[config.mk]
export PLATFORM = sky130hd
export DESIGN_NAME = riscv_trace_monitor
export DESIGN_NICKNAME = d
export VERILOG_FILES = /design/src/rtl/riscv_trace_monitor.sv
export SDC_FILE = /design/constraint.sdc
export NUM_CORES = 1
export LEC_CHECK = 0
export ABC_CLOCK_PERIOD_IN_PS = 11800
export BUFFER_PORTS_ARGS = -buffer_cell sky130_fd_sc_hd__buf_2
export CORE_MARGIN = 1.5
export CORE_UTILIZATION = 55
export DETAILED_ROUTE_END_ITERATION = 8
export GPL_TIMING_DRIVEN = 1
export PLACE_DENSITY = 0.77
export SLEW_MARGIN = 40
export SYNTH_ARGS = -nofsm -noshare
export SYNTH_HDL_FRONTEND = slang
export SYNTH_SLANG_ARGS = --single-unit
[constraint.sdc]
create_clock -name clk -period 11.8 [get_ports clk]
set_clock_uncertainty 0.2 [all_clocks]
set_input_delay 2.36 -clock clk [delete_from_list [all_inputs] [get_ports clk]]
set_output_delay 2.36 -clock clk [all_outputs]
set_load 0.02 [all_outputs]
[src/rtl/riscv_trace_monitor.sv]
// Trace monitor for the miniRISC result buses.
// After a start pulse it timestamps every change on the observed channels into a
// first-word-fall-through buffer. It ends in DONE when the channels stay quiet,
// or in TIMEOUT when the run budget is used up.
module riscv_trace_monitor #(
  parameter int unsigned DATA_W     = 32,
  parameter int unsigned NUM_CH     = 2,
  parameter int unsigned DEPTH      = 16,
  parameter int unsigned CNT_W      = 16,
  parameter int unsigned STABLE_CYC = 8,
  parameter int unsigned TIMEOUT    = 1024
) (
  input  logic                              clk,
  input  logic                              rst,
  input  logic [NUM_CH*DATA_W-1:0]          ch_data,
  input  logic                              start,
  input  logic                              rd_ready,
  output logic                              rd_valid,
  output logic [CNT_W+NUM_CH*DATA_W-1:0]    rd_data,
  output logic [$clog2(DEPTH):0]            count,
  output logic                              busy,
  output logic                              done,
  output logic                              timed_out,
  output logic                              overflow
);

  localparam int unsigned CH_W    = NUM_CH * DATA_W;
  localparam int unsigned ENTRY_W = CNT_W + CH_W;
  localparam int unsigned PTR_W   = $clog2(DEPTH);
  localparam int unsigned ST_W    = $clog2(STABLE_CYC + 1);

  typedef enum logic [1:0] {
    S_IDLE,
    S_RUN,
    S_DONE,
    S_TIMEOUT
  } state_t;

  state_t             state;
  state_t             state_next;
  logic [CNT_W-1:0]   cycle_cnt;
  logic [ST_W-1:0]    stable_cnt;
  logic               seen_change;
  logic [CH_W-1:0]    prev;
  logic [PTR_W-1:0]   wr_ptr;
  logic [PTR_W-1:0]   rd_ptr;
  logic [ENTRY_W-1:0] mem [DEPTH];

  logic restart;
  logic change;
  logic full;
  logic pop;
  logic push;
  logic drop;

  // Event decode: restart, change detection and buffer handshakes
  always_comb begin
    restart = start && (state != S_RUN);
    change  = (state == S_RUN) && (ch_data != prev);
    full    = (count == (PTR_W+1)'(DEPTH));
    // A restart flushes the buffer, so a pop in that same cycle is discarded
    pop     = rd_valid && rd_ready && !restart;
    // When full, a simultaneous pop frees the slot the push needs
    push    = change && (!full || pop);
    drop    = change && full && !pop;
  end

  // Next-state logic; the timeout check takes priority over completion
  always_comb begin
    state_next = state;
    case (state)
      S_RUN: begin
        if (cycle_cnt == CNT_W'(TIMEOUT - 1)) begin
          state_next = S_TIMEOUT;
        end else if (seen_change && !change && (stable_cnt == ST_W'(STABLE_CYC - 1))) begin
          state_next = S_DONE;
        end
      end
      default: begin
        if (start) begin
          state_next = S_RUN;
        end
      end
    endcase
  end

  // State register
  always_ff @(posedge clk or negedge rst) begin
    if (!rst) begin
      state <= S_IDLE;
    end else begin
      state <= state_next;
    end
  end

  // Run counters, change reference and completion tracking
  always_ff @(posedge clk or negedge rst) begin
    if (!rst) begin
      cycle_cnt   <= '0;
      stable_cnt  <= '0;
      seen_change <= 1'b0;
      prev        <= '0;
    end else if (restart) begin
      cycle_cnt   <= '0;
      stable_cnt  <= '0;
      seen_change <= 1'b0;
      prev        <= ch_data;
    end else if (state == S_RUN) begin
      cycle_cnt <= cycle_cnt + CNT_W'(1);
      if (change) begin
        prev        <= ch_data;
        stable_cnt  <= '0;
        seen_change <= 1'b1;
      end else if (stable_cnt != ST_W'(STABLE_CYC)) begin
        stable_cnt <= stable_cnt + ST_W'(1);
      end
    end
  end

  // Buffer pointers, occupancy and the sticky overflow flag
  always_ff @(posedge clk or negedge rst) begin
    if (!rst) begin
      wr_ptr   <= '0;
      rd_ptr   <= '0;
      count    <= '0;
      overflow <= 1'b0;
    end else if (restart) begin
      wr_ptr   <= '0;
      rd_ptr   <= '0;
      count    <= '0;
      overflow <= 1'b0;
    end else begin
      if (push) begin
        wr_ptr <= wr_ptr + PTR_W'(1);
      end
      if (pop) begin
        rd_ptr <= rd_ptr + PTR_W'(1);
      end
      case ({push, pop})
        2'b10:   count <= count + (PTR_W+1)'(1);
        2'b01:   count <= count - (PTR_W+1)'(1);
        default: count <= count;
      endcase
      if (drop) begin
        overflow <= 1'b1;
      end
    end
  end

  // Trace storage; entries carry the timestamp of the cycle the change was sampled in
  always_ff @(posedge clk) begin
    if (push) begin
      mem[wr_ptr] <= {cycle_cnt, ch_data};
    end
  end

  // Status and fall-through read port
  always_comb begin
    rd_valid  = (count != '0);
    rd_data   = mem[rd_ptr];
    busy      = (state == S_RUN);
    done      = (state == S_DONE);
    timed_out = (state == S_TIMEOUT);
  end

endmodule
# Word-level counts from Yosys, hierarchy flattened
# Memory sizes are Yosys's and may differ from the RTL's.
# Index checks and enable logic that the tools add are counted.
# totals
mem_count	1
ff_bits	101
elab_cells	80
out_inout_bits	90
ramBits	1280
# classes
add_sub_neg	6
eq_ne	12
n_mux	26
n_reduce_logical	26
# mem_list
memory	depth	word_bits	read_ports	rd_ports_with_merged_regs	wr	line	source
mem	16	80	1	0	1	47	logic [ENTRY_W-1:0] mem [DEPTH];
# op_table
op	count
2-to-1 mux 64 bit	3
!= test 64 bit	1
2-to-1 mux 16 bit	2
2-to-1 mux 4 bit	8
adder 16 x 1 -> 16 bit (second input constant)	1
equality test 16 x 10 -> 1 bit (second input constant)	1
adder 4 x 1 -> 4 bit (second input constant)	3
nonzero test 2 bit	6
case mux 5 bit (2 select lines)	1
logical AND 1 bit	9
2-to-1 mux 2 bit	4
2-to-1 mux 1 bit	7
equality test 2 bit (second input constant)	3
AND reduction 2 bit	3
nonzero test 3 bit	2
adder 5 x 1 -> 5 bit (second input constant)	1
equality test 5 bit (second input constant)	1
2-to-1 mux 5 bit	1
nonzero test 5 bit	1
subtractor 5 x 1 -> 5 bit (second input constant)	1
equality test 2 x 1 -> 1 bit (second input constant)	2
equality test 4 x 3 -> 1 bit (second input constant)	1
zero test 1 bit	4
!= test 4 bit (second input constant)	1
3 further kinds	3

# Logic depth before layout (Yosys ltp)
# depth
depth_word	9
depth_mapped	16
depth_no_buf	13

# Worst setup path after synthesis
# Ideal clock, no wire load.
# synth_timing
path_type	input to register
startpoint	input ch_data[49]
endpoint	memory mem[11][0] (netlist bit) (enable)
slack_ns	-0.256
t_arrival_ns	11.140
stages	9
n_path_buf	3
required_time_ns	10.884
cell_sequence	xnor2_1 nand4_1 nor4_1 and4_1 buf_4 or3_1 buf_2 buf_2 nor4_1
# synth_between
elab_chain_cells	5
# synth_lines
element	line	source
start: declaration	15	input logic [NUM_CH*DATA_W-1:0] ch_data,
!= test 64 bit	59	change = (state == S_RUN) && (ch_data != prev);
logical AND 1 bit	59	
logical AND 1 bit	64	push = change && (!full || pop);
2-to-1 mux 1 bit	152	if (push) begin
2-to-1 mux 1 bit (not written as such)	153	mem[wr_ptr] <= {cycle_cnt, ch_data};
end: declaration	47	
# Every way passes these cells.

# Final worst setup path
# layout_timing
startpoint	register rd_ptr[1]
endpoint	output rd_data[16]
# layout_between
elab_chain_cells	1
# layout_lines
element	line	source
start: declaration	46	logic [PTR_W-1:0] rd_ptr;
start signal: assignment	137	rd_ptr <= rd_ptr + PTR_W'(1);
memory read (16 x 80 bit)	--	
end: declaration	19	output logic [CNT_W+NUM_CH*DATA_W-1:0] rd_data,
# Every way passes these cells.

==> flow_results.org <==
** Timing
- Hold is met by a little over 300 ps.
- For the final routed database, the setup TNS stands at 0 ps.
- In this run the tightest slew margin relative to its limit is 42.1%.
- The final max-slew violation count is 0.
- Fmax :: around 150 MHz
- Setup repair after global routing left no endpoint under its margin.
- Hold Vio Cnt, Final :: 0
- Final setup violation count :: 0
- Actual slew at the worst max-slew pin :: between 800 and 900 ps
- The final critical path takes up 54.8% of the cycle.
- The smallest clock period supported by the final layout is computed as between 6000 and 7000 ps.

** Floorplanning
- 158 I/O pins were placed.
- Number of core rows :: around 110
- The initial utilization of the core area, before any placement, comes to a little under three fifths.
- Core area :: 0.0953 sq mm
- Measured along the x axis, the die boundary spans 314 um.
- Vertical die dimension :: around 310 um
- Die area :: 0.0985 sq mm

** Finish
- The layout has between 5000 and 6000 filler cells.
- Proportion of layout cells with a drive suffix above 1 :: 35.0%
- Net total in the final layout :: ~2500
- Final instance count without filler cells :: between 3000 and 4000
- Compared with the post-synthesis result, the final layout area differs by 13.8%.

** GRT
- The number of global-route vias before repair is ~26000.
- Summed over all layers, the global routing overflow is 0.
- Number of antenna violations at the first check in global routing :: 11
- GR met1 Demand/Resource :: a little over a third
- Met3 Use GR :: 5.43%
- Wire length of the first global-routing pass :: about 180 mm
- Global-route layer with the greatest usage :: met2
- Global routing consumed, on the met2 layer, 42.2% of the routing resources.
- Entering global routing, the biggest net connects 89 pins.
- Overall global routing resource usage :: approximately 26%

** Synthesis
- List of most frequent post-synthesis cells :: sky130_fd_sc_hd__edfxtp_1, sky130_fd_sc_hd__mux4_2, sky130_fd_sc_hd__dfrtp_1, sky130_fd_sc_hd__xnor2_1, sky130_fd_sc_hd__clkbuf_1
- Of all cell types, the one taking the most synthesized area is sky130_fd_sc_hd__edfxtp_1.
- Most used standard cell by instance count after synthesis :: sky130_fd_sc_hd__edfxtp_1
- Syn_nets :: ~2300
- By area the synthesized netlist is led by sky130_fd_sc_hd__edfxtp_1, sky130_fd_sc_hd__mux4_2, sky130_fd_sc_hd__dfrtp_1, sky130_fd_sc_hd__xnor2_1, sky130_fd_sc_hd__mux2_4.
- Total standard cell area after synthesis :: 0.0531 sq mm
- The most used flip-flop cell after synthesis is sky130_fd_sc_hd__edfxtp_1.
- Each instance of the synthesized netlist takes up on average 23.9 sq um.
- After synthesis, the share of flip-flops with an asynchronous set or reset is under 10%.
- The Yosys step of the flow raised 0 warnings.
- Count of flip-flops with a built-in enable after synthesis :: 1280
- Summing the sequential cell areas from Yosys gives 77.1% of the chip area.
- Cell variety after synth :: 46
- After technology mapping, the gate count stands at between 2000 and 2500.
- Flip-flop and latch count after synthesis :: about 1400
- Share of the synthesized area in the top cell type :: approximately 72%

** Place
- Number of placed cells counting well taps :: around 3600
- Final Wtd Congestion :: between 0.7 and 0.8
- Detailed-placement wirelength estimate :: between 60 and 70 mm
- During placement, the flow inserted port buffers numbering between 150 and 200.

** Clock network
- CTS placed an instance of sky130_fd_sc_hd__clkbuf_16 at the clock tree root.
- Hold bufs inserted after CTS :: 0
- Clk Latency, worst-skew pair :: roughly 750 ps
- Total clock buffers created by CTS :: 138
- TritonCTS built the clock tree.
- Total number of clock tree sinks :: between 1000 and 1500
- Clock transition time at the flip-flop clock pins of the worst setup and hold paths :: ~60 ps
- Largest buffer count on any clock path :: 3
- Number of buffers inserted to repair setup after CTS :: 0
- Post-CTS repair changed the size of 0 cells.
- CTS H-tree lvls :: 4

** Power
- Summed over all cells, the static leakage comes to roughly 19 nW.
- Power comes to around 14 mW.
- Pwr Density :: approximately 230 mW/mm^2
- Worst voltage drop across the vdd grid :: between 0.00015 and 0.0002 V

** Worst setup path
- By startpoint and endpoint, the worst setup path is classified as reg -> out.
- The signal on the critical path passes through buf_12 -> buf_12 -> buf_16 -> buf_16 -> mux4_2 -> mux4_2 -> buf_2.
- Arrival time of the worst setup path :: 3910 ps
- Slowest-stage cell, CP :: sky130_fd_sc_hd__dfrtp_4
- Crit path launch type :: register
- Kind of end point of the critical path :: output pin
- Critical path's largest stage delay :: between 500 and 600 ps
- For the worst setup path, the data required time is just over 9000 ps.
- Largest fanout on the critical path :: between 80 and 90

** Min path
- Hold crit path type :: reg -> reg

** Route
- Routed wire length :: 124 mm
- In this run, the number of DRC markers left after iteration 0 of detailed routing was roughly 3400.
- In this run the remaining antenna-violating nets after routing total 0.
- In the routed design, unresolved DRC markers number 0.
- Count of TritonRoute iterations in the first routing pass :: 5
- After detailed routing, the average wire length per cell comes to 32.1 um.
- Via count :: 25100
- Vias per inst :: 6.52

** Run status
- The flow ran to the end, and the final reports show no timing, DRC or antenna violations.

** Flow run
- Number of max-cap violations :: 0
-- cell type report --
type	instances	area (sq um)	share of cell area [%]
well taps	1265	1580	2.62
inverters	16	60.1	0.0994
repair buffers	210	1470	2.44
clock buffers	182	3770	6.24
clock inverters	72	840	1.39
diodes	3	7.51	0.0124
flip-flops and latches	1381	41000	67.8
multi-input cells	722	11700	19.4
-- flip-flops by register name, indices dropped and copies added, names as in the netlist --
register     flops
overflow         1
prev            64
state            2
mem           1280
wr_ptr           4
rd_ptr           4
count            5
seen_change      1
stable_cnt       4
cycle_cnt       16
-- worst max-delay path, delay by kind of cell (launching register included) --
| family | cells | cell delay, ps |
|---|---|---|
| buffers and inverters | 5 | 1450 |
| multiplexers | 2 | 970 |
| flip-flops | 1 | 580 |
-- cells by family (layout without fill, tap and decap cells) --
| family | count (synthesis) | in the layout | share of synthesized area, % |
|---|---|---|---|
| other cells | 0 | 3 | 0 |
| fa+ha+maj | 12 | 12 | 0.297 |
| simple gates | 121 | 121 | 1.19 |
| flops | 1381 | 1381 | 77.1 |
| xor+xnor | 71 | 71 | 1.17 |
| compound gates | 47 | 47 | 0.556 |
| buf+inv | 124 | 480 | 1.02 |
| mux | 471 | 471 | 18.7 |
-- layout by cell type (no fill, tap or decap), types with 16 or more instances in the layout --
cell type                   count
sky130_fd_sc_hd__inv_1         16
sky130_fd_sc_hd__buf_4         22
sky130_fd_sc_hd__dfrtp_1       97
sky130_fd_sc_hd__clkbuf_16    140
sky130_fd_sc_hd__clkinv_1      18
sky130_fd_sc_hd__clkbuf_1      31
sky130_fd_sc_hd__mux2_2        36
sky130_fd_sc_hd__xnor2_1       66
sky130_fd_sc_hd__edfxtp_1    1280
sky130_fd_sc_hd__nand2_1       28
sky130_fd_sc_hd__nand4_1       22
sky130_fd_sc_hd__buf_6         16
sky130_fd_sc_hd__mux2_4        28
sky130_fd_sc_hd__buf_2        156
sky130_fd_sc_hd__mux4_2       400
sky130_fd_sc_hd__clkinv_2      18
sky130_fd_sc_hd__o21ai_0       20
-- power by group --
group          switching (mW)  total, mW  internal, mW
clock                    1.85       4.42          2.58
sequential              0.205       5.97          5.76
combinational            1.78       3.26          1.48
total                    3.83       13.7          9.82
-- final timing paths --
check | startpoint | end | slack, ps | cells past startpoint
min | seen_change | seen_change | 310 | 1
max in group asynchronous | rst | prev[12] | 8840 | 2
max reg2reg | prev[23] | mem[6][11] | 7090 | 9
min in group asynchronous | rst | stable_cnt[0] | 1370 | 1
max | rd_ptr[1] | rd_data[16] | 5330 | 7
min reg2reg | seen_change | seen_change | 310 | 1
-- metrics by stage --
step	setup slack (ps)	cell area, sq um	util [%]
2_1_floorplan	-256	53100	-
3_3_place_gp	4690	55500	58.2
3_5_place_dp	4480	55800	58.5
4_1_cts	5200	60400	63.4
5_1_grt	5120	60400	63.4
6_report	5330	60400	63.4
-- per-layer routing --
layer  share of wire (%)  wire length, um  vias up
met3                 9.2            11400      230
li1                    -                -     9957
met4                 2.5             3130       10
met5               0.047               58        -
met1                  37            46300    13500
met2                  51            62900     1379
Power figures use the tool's default switching activity.
